--- config.mk ---
export PLATFORM = sky130hd
export DESIGN_NAME = pwm_multichannel_peripheral
export DESIGN_NICKNAME = d
export VERILOG_FILES = /design/src/rtl/pwm_pkg.sv /design/src/rtl/pwm_timebase.sv /design/src/rtl/pwm_multichannel_peripheral.sv
export SDC_FILE = /design/constraint.sdc
export NUM_CORES = 1
export LEC_CHECK = 0
export ABC_CLOCK_PERIOD_IN_PS = 5300
export CORE_MARGIN = 2
export CORE_UTILIZATION = 55
export DETAILED_ROUTE_END_ITERATION = 12
export PLACE_DENSITY = 0.72
export SYNTH_ARGS = -nofsm -noshare
export SYNTH_HDL_FRONTEND = slang
export SYNTH_HIERARCHICAL = 1
export SYNTH_SLANG_ARGS = --single-unit
export TNS_END_PERCENT = 50
--- constraint.sdc ---
create_clock -name clk -period 5.3 [get_ports clk]
set_input_delay 1.59 -clock clk [delete_from_list [all_inputs] [get_ports clk]]
set_output_delay 1.59 -clock clk [all_outputs]
set_load 0.05 [all_outputs]
--- src/rtl/pwm_pkg.sv ---
// Shared definitions for the multichannel PWM peripheral.
//   - register address map (write-only register file)
//   - counting mode and counter direction encodings
//   - bank_addr(): address of bank/channel idx within a register block
package pwm_pkg;

  localparam logic [6:0] ADDR_EN_OUT   = 7'h00;
  localparam logic [6:0] ADDR_EN_PWM   = 7'h04;
  localparam logic [6:0] ADDR_PRESCALE = 7'h08;
  localparam logic [6:0] ADDR_CTRL     = 7'h09;
  localparam logic [6:0] ADDR_DUTY     = 7'h20;

  localparam int unsigned BANK_W = 8;

  typedef enum logic {
    MODE_EDGE   = 1'b0,
    MODE_CENTRE = 1'b1
  } mode_e;

  typedef enum logic {
    DIR_UP   = 1'b0,
    DIR_DOWN = 1'b1
  } dir_e;

  function automatic logic [6:0] bank_addr(input logic [6:0] base, input int unsigned idx);
    return base + 7'(idx);
  endfunction

endpackage

--- src/rtl/pwm_timebase.sv ---
// Prescaler and PWM counter.
//   clk, rst     : system clock, synchronous active-high reset
//   prescale     : tick every prescale+1 clocks
//   prescale_wr  : PRESCALE register write this clock (restarts the prescaler)
//   mode         : active counting mode (edge: saw-tooth, centre: triangle)
//   cnt          : current counter value
//   boundary     : high on the tick where a new period starts (counter becomes 0)
module pwm_timebase
  import pwm_pkg::*;
#(
  parameter int unsigned CNT_W = 8,
  parameter int unsigned PRE_W = 8
) (
  input  logic             clk,
  input  logic             rst,
  input  logic [PRE_W-1:0] prescale,
  input  logic             prescale_wr,
  input  mode_e            mode,
  output logic [CNT_W-1:0] cnt,
  output logic             boundary
);

  logic [PRE_W-1:0] pre_cnt;
  logic             tick;
  dir_e             dir, dir_next;
  logic [CNT_W-1:0] cnt_next;

  assign tick = (pre_cnt == prescale);

  always_ff @(posedge clk) begin
    if (rst) begin
      pre_cnt <= '0;
    end else if (prescale_wr || tick) begin
      pre_cnt <= '0;
    end else begin
      pre_cnt <= pre_cnt + PRE_W'(1);
    end
  end

  // Centre mode: every boundary restarts at 0 in DIR_DOWN so that the next
  // tick holds 0 once more before turning up; this gives the sequence
  // 0,0,1..MAX,MAX..1 (2^(CNT_W+1) ticks) with the period starting at the
  // down-count reaching 0. In edge mode dir is ignored.
  always_comb begin
    boundary = 1'b0;
    cnt_next = cnt;
    dir_next = dir;
    if (tick) begin
      if (mode == MODE_EDGE) begin
        boundary = (cnt == '1);
      end else begin
        boundary = (dir == DIR_DOWN) && (cnt == CNT_W'(1));
      end
      if (boundary) begin
        cnt_next = '0;
        dir_next = DIR_DOWN;
      end else if (mode == MODE_EDGE) begin
        cnt_next = cnt + CNT_W'(1);
      end else if (dir == DIR_UP) begin
        if (cnt == '1) dir_next = DIR_DOWN;
        else           cnt_next = cnt + CNT_W'(1);
      end else begin
        if (cnt == '0) dir_next = DIR_UP;
        else            cnt_next = cnt - CNT_W'(1);
      end
    end
  end

  always_ff @(posedge clk) begin
    if (rst) begin
      cnt <= '0;
      dir <= DIR_UP;
    end else begin
      cnt <= cnt_next;
      dir <= dir_next;
    end
  end

endmodule

--- src/rtl/pwm_multichannel_peripheral.sv ---
// Register-mapped multichannel PWM engine.
//   clk, rst     : system clock, synchronous active-high reset
//   wr_valid     : one-cycle register write strobe
//   wr_addr      : register address (7 bits)
//   wr_data      : write data, LSB-aligned
//   out          : registered channel outputs, NUM_CH bits
//   period_start : one-clock pulse in the clock where the counter restarts
// Duty and mode writes land in shadow registers and are committed together
// at the period boundary; enables and prescale act immediately.
module pwm_multichannel_peripheral
  import pwm_pkg::*;
#(
  parameter int unsigned NUM_CH = 16,
  parameter int unsigned CNT_W  = 8,
  parameter int unsigned PRE_W  = 8
) (
  input  logic              clk,
  input  logic              rst,
  input  logic              wr_valid,
  input  logic [6:0]        wr_addr,
  input  logic [15:0]       wr_data,
  output logic [NUM_CH-1:0] out,
  output logic              period_start
);

  localparam int unsigned NUM_BANKS = NUM_CH / BANK_W;

  logic [NUM_CH-1:0] en_out, en_pwm, pwm;
  logic [CNT_W-1:0]  duty_sh [NUM_CH];
  logic [CNT_W-1:0]  duty    [NUM_CH];
  logic [PRE_W-1:0]  prescale;
  mode_e             mode, mode_sh;
  logic              prescale_wr, boundary;
  logic [CNT_W-1:0]  cnt;
  logic              unused_wr_bits;

  // Upper data bits beyond each register's width are ignored by design.
  assign unused_wr_bits = ^wr_data;
  assign prescale_wr    = wr_valid && (wr_addr == ADDR_PRESCALE);

  pwm_timebase #(
    .CNT_W(CNT_W),
    .PRE_W(PRE_W)
  ) u_timebase (
    .clk         (clk),
    .rst         (rst),
    .prescale    (prescale),
    .prescale_wr (prescale_wr),
    .mode        (mode),
    .cnt         (cnt),
    .boundary    (boundary)
  );

  // Commit reads the shadow before this clock's write updates it, so a write
  // on the boundary clock only takes effect one period later.
  always_ff @(posedge clk) begin
    if (rst) begin
      en_out       <= '0;
      en_pwm       <= '0;
      prescale     <= '0;
      mode         <= MODE_EDGE;
      mode_sh      <= MODE_EDGE;
      period_start <= 1'b0;
      for (int unsigned k = 0; k < NUM_CH; k++) begin
        duty_sh[k] <= '0;
        duty[k]    <= '0;
      end
    end else begin
      period_start <= boundary;
      if (boundary) begin
        mode <= mode_sh;
        for (int unsigned k = 0; k < NUM_CH; k++) duty[k] <= duty_sh[k];
      end
      if (wr_valid) begin
        for (int unsigned b = 0; b < NUM_BANKS; b++) begin
          if (wr_addr == bank_addr(ADDR_EN_OUT, b)) en_out[BANK_W*b +: BANK_W] <= wr_data[BANK_W-1:0];
          if (wr_addr == bank_addr(ADDR_EN_PWM, b)) en_pwm[BANK_W*b +: BANK_W] <= wr_data[BANK_W-1:0];
        end
        if (prescale_wr)            prescale <= wr_data[PRE_W-1:0];
        if (wr_addr == ADDR_CTRL)   mode_sh  <= mode_e'(wr_data[0]);
        for (int unsigned k = 0; k < NUM_CH; k++) begin
          if (wr_addr == bank_addr(ADDR_DUTY, k)) duty_sh[k] <= wr_data[CNT_W-1:0];
        end
      end
    end
  end

  for (genvar k = 0; k < NUM_CH; k++) begin : g_cmp
    assign pwm[k] = (duty[k] == '1) ? 1'b1 : (cnt < duty[k]);
  end

  // Enabled channel: PWM waveform, or static high when PWM is disabled.
  always_ff @(posedge clk) begin
    if (rst) out <= '0;
    else     out <= en_out & (~en_pwm | pwm);
  end

endmodule

==> qor_table.md <==
| Stage | Result | Reported |
|---|---|---|
| sta | Final setup TNS | 0 ps |
| run status | Result of the run | finished clean |
| global routing | GR Util met3 | 3.31% |
| finish | Post-layout instance area | 0.0173 sq mm |
| finish | Net count reported at finish | 1,491 |
| sta | Count of final max-slew check failures | 0 |
| worst setup path | Crit path max fanout | 9 |
| power | PnR Total Power | 5720 uW |
| global routing | Most used routing layer | met2 |
| synth | Number of synthesized register bits | 332 |
| routing | Length of the first detailed-routing pass in iterations | 7 |
| sta | Final critical-path required period | 3660 ps |
| sta | PnR worst setup slack | 1640 ps |
| synth | Synthesized netlist net count | 1,445 |
| global routing | Maximum number of pins on one net before global-route repair | 82 |
| finish | Area added between synthesis and finish | 12.7% |
| synth | Sequential-to-total area share from yosys stat | 60.0% |
| cts | Setup Fix Bufs, Post-CTS | 0 |
| routing | First-iteration detailed-routing DRC count | 591 |
| power | Portion of total power attributed to the clock network | 42.6% |
| finish | Final-layout fill cell count | 2,121 |
| cts | Source-to-sink clock delay at the later pin of the worst-skew pair | 520 ps |
| cts | Maximum count of clock buffers along a single path | 3 |
| floorplanning | Core ar. | 0.0276 sq mm |
| synth | Count of flip-flops with a built-in enable after synthesis | 256 |
| global routing | Number of global-route vias before repair | 9,194 |
| placement | Worst slack at placement | 1170 ps |
| floorplanning | I/O Pins | 43 |
| sta | Setup repair after global routing missed its margin | false |
| power | Largest vdd supply drop | 0.200 mV |
| floorplanning | Width of the chip | 171 um |
| routing | Routed vias | 9,691 |
| power | Fraction of power consumed by combinational cells | 5.7% |
| cts | # clock sinks | 332 |
| worst setup path | Setup Crit Path Kind | input port to flip-flop |
| synth | Async SR Flop Fraction | 0% |
| worst setup path | Worst Setup End Kind | flip-flop |
| floorplanning | Chip height | 171 um |
| worst setup path | Data arrival at the endpoint of the critical path | 3820 ps |
| cts | Clock tree from TritonCTS | built |
| power | Power per cell area | 331 mW/mm^2 |
| finish | Combined area of the multi-input logic cells | 0.00539 sq mm |
| power | Cell-internal power | 4520 uW |
| cts | Post-CTS clock slew at the launch and capture registers of the worst setup and hold paths | 60 ps |
| finish | Antenna diode count | 0 |
| sta | Actual slew at the worst max-slew pin | 1180 ps |
| global routing | GRT met2 Usage | 38.3% |
| sta | Slew headroom | 20.4% |
| power | Switching power of the nets | 1200 uW |
| cts | Hold_buf cts | 0 |
| worst setup path | Startpoint Class | input port |
| synth | Post-synth design cell area | 0.0154 sq mm |
| routing | Final wirelength | 31,500 um |
| global routing | Wire length of the first global-routing pass | 49,100 um |
| power | Leakage | 0.00663 uW |
| sta | Final worst path period share | 69.0% |
| sta | Hold violation total from the final report | 0 |
| synth | Number of different library cells in the post-synthesis netlist | 46 |
| power | Seq pwr share | 51.7% |
| routing | Average vias per placed instance | 5.53 |
| sta | Fmax | 0.273 GHz |
| cts | Number of buffers added by the clock tree synthesis step | 35 |
| routing | Final routed DRC violation total | 0 |
| cts | Clk Tree Root Cell | sky130_fd_sc_hd__clkbuf_16 |
| finish | Leading cell type in the layout, fill and taps excluded | sky130_fd_sc_hd__edfxtp_1 |
| synth | Number of instances in the synthesized netlist | 1,302 |
| finish | Leading cell types in the layout, fill and taps excluded | sky130_fd_sc_hd__edfxtp_1, sky130_fd_sc_hd__inv_1, sky130_fd_sc_hd__nor2_1 |
| global routing | Met1 layer usage reported by global route | 28.6% |
| global routing | Final global-route overflow total | 0 |
| floorplanning | Initial Utilization | 55.6% |
| placement | Count of buffers from port buffering | 34 |
| global routing | Overall global routing resource usage | 22.2% |
| floorplanning | Number of placement rows | 61 |
| power | Switching Share | 21.0% |
| finish | FF+latch area | 0.00921 sq mm |
| finish | Layout cells sized above 1 | 6.19% |
| placement | Routability cong. | 0.849 |
| cts | Post-cts resize count | 0 |
| placement | Cell area after placement | 0.0162 sq mm |
| synth | Mean instance size in the synthesized netlist | 11.8 sq um |
| sta | Hold Worst Slack | 487 ps |
| cts | Deepest level of the CTS H-tree | 2 |
| placement | DPL Wire Length | 19,700 um |
| synth | Warnings from Yosys | 6 |
| global routing | Initial antenna violation count | 0 |
| worst setup path | Data required time at the worst endpoint | 5460 ps |
| routing | Post-detailed-route count of antenna-violating nets | 0 |
| sta | Count of final setup violators | 0 |
| run | Number of max-cap violations | 0 |
| routing | Average wire length per cell after detail routing | 18.0 um |
| hold path | Worst min path class | flip-flop to flip-flop |
| floorplanning | Area of the die | 0.0293 sq mm |
| sta | Worst clock skew on the final layout | 24.0 ps |
| synth | Top_reg_cell synth | sky130_fd_sc_hd__edfxtp_1 |
==> power groups by stage <==
| stage | Sequential [uW] | Combinational (uW) | Clock, uW |
|---|---|---|---|
| after floorplan | 3010 | 205 | 0 |
| after global placement | 3010 | 313 | 0 |
| after detailed placement | 3010 | 324 | 0 |
| after CTS | 2960 | 327 | 2470 |
| after global routing | 2970 | 364 | 2580 |
| final | 2960 | 325 | 2440 |
==> synthesized netlist by cell type, types with 2 or more instances <==
library cell | count | area [sq um]
sky130_fd_sc_hd__a211oi_1 | 49 | 368
sky130_fd_sc_hd__a21o_1 | 2 | 15.0
sky130_fd_sc_hd__a21oi_1 | 3 | 15.0
sky130_fd_sc_hd__a311o_1 | 2 | 20.0
sky130_fd_sc_hd__a311oi_1 | 4 | 35.0
sky130_fd_sc_hd__a31o_2 | 4 | 35.0
sky130_fd_sc_hd__a31oi_1 | 5 | 31.3
sky130_fd_sc_hd__and2_1 | 81 | 507
sky130_fd_sc_hd__and3_1 | 2 | 12.5
sky130_fd_sc_hd__buf_2 | 8 | 40.0
sky130_fd_sc_hd__buf_6 | 2 | 22.5
sky130_fd_sc_hd__clkbuf_1 | 34 | 128
sky130_fd_sc_hd__dfxtp_1 | 76 | 1520
sky130_fd_sc_hd__edfxtp_1 | 256 | 7690
sky130_fd_sc_hd__ha_1 | 117 | 1460
sky130_fd_sc_hd__inv_1 | 154 | 578
sky130_fd_sc_hd__mux2i_1 | 9 | 90.1
sky130_fd_sc_hd__nand2_1 | 30 | 113
sky130_fd_sc_hd__nand2b_1 | 35 | 219
sky130_fd_sc_hd__nand3_1 | 14 | 70.1
sky130_fd_sc_hd__nand3b_1 | 26 | 195
sky130_fd_sc_hd__nand4_1 | 57 | 357
sky130_fd_sc_hd__nor2_1 | 122 | 458
sky130_fd_sc_hd__nor2b_1 | 59 | 369
sky130_fd_sc_hd__nor3_1 | 2 | 10.0
sky130_fd_sc_hd__nor3_2 | 4 | 40.0
sky130_fd_sc_hd__nor4_1 | 5 | 31.3
sky130_fd_sc_hd__o211ai_1 | 24 | 180
sky130_fd_sc_hd__o21ai_0 | 75 | 375
sky130_fd_sc_hd__o31ai_1 | 2 | 15.0
sky130_fd_sc_hd__o41ai_1 | 9 | 78.8
sky130_fd_sc_hd__or2_2 | 2 | 12.5
sky130_fd_sc_hd__or4_1 | 2 | 15.0
sky130_fd_sc_hd__xnor2_1 | 10 | 87.6
sky130_fd_sc_hd__xor2_1 | 5 | 43.8
==> routing by layer <==
metal  routed length (um)  share of wire [%]
met1                13200                 42
met2                15500                 49
met3                 1600                5.1
met4                 1100                3.5
met5                    0                  0
==> final cells by class <==
cell class,instances,share of cell area (%)
clock buffer,45,5.64
clock inverter,17,1.03
inverter,154,3.34
multi-input combinational,771,31.1
sequential,332,53.2
tap,378,2.73
timing repair buffer,54,2.89
==> worst paths after layout <==
kind                             startpoint                            to  slack [ps]  depth (start not counted)
min reg2reg         en_pwm[13]$_SDFFE_PP0P_       en_pwm[13]$_SDFFE_PP0P_         490                          2
max                              wr_addr[6]  duty_sh[0][19]$_SDFFCE_PN0P_        1640                          5
min                 en_pwm[13]$_SDFFE_PP0P_       en_pwm[13]$_SDFFE_PP0P_         490                          2
max reg2reg  u_timebase/cnt[2]$_SDFFE_PP0P_     duty[0][34]$_SDFFCE_PN0P_        1820                          6
==> per-stage QoR <==
| stage | util [%] | instances |
|---|---|---|
| after floorplan | - | 1302 |
| after global placement | 58.5 | 1689 |
| after detailed placement | 58.5 | 1689 |
| after CTS | 62.6 | 1751 |
| after global routing | 62.6 | 1751 |
| final | 62.6 | 1751 |
==> flip-flops by register name, indices dropped and copies added, names as in the netlist <==
name	cells
duty_sh	128
en_pwm	16
prescale	8
period_start	1
out	16
mode	1
mode_sh	1
u_timebase/dir	1
en_out	16
duty	128
u_timebase/cnt	8
u_timebase/pre_cnt	8
==> logic make-up after synthesis <==
group           count (synthesis)  synth area share (%)
buf+inv                       199                  5.03
xor+xnor                       15                 0.855
compound gates                184                  7.95
simple gates                  446                  16.1
flops                         332                  60.0
fa+ha+maj                     117                  9.53
mux                             9                 0.587
==> worst max-delay path: stages <==
cell and delay, ps:
sky130_fd_sc_hd__clkdlybuf4s50_1 450, sky130_fd_sc_hd__nand4bb_1 430, sky130_fd_sc_hd__nor3_2 580, sky130_fd_sc_hd__nand2_1 350
sky130_fd_sc_hd__nand2b_1 410
(Power assumes the default switching activity.)
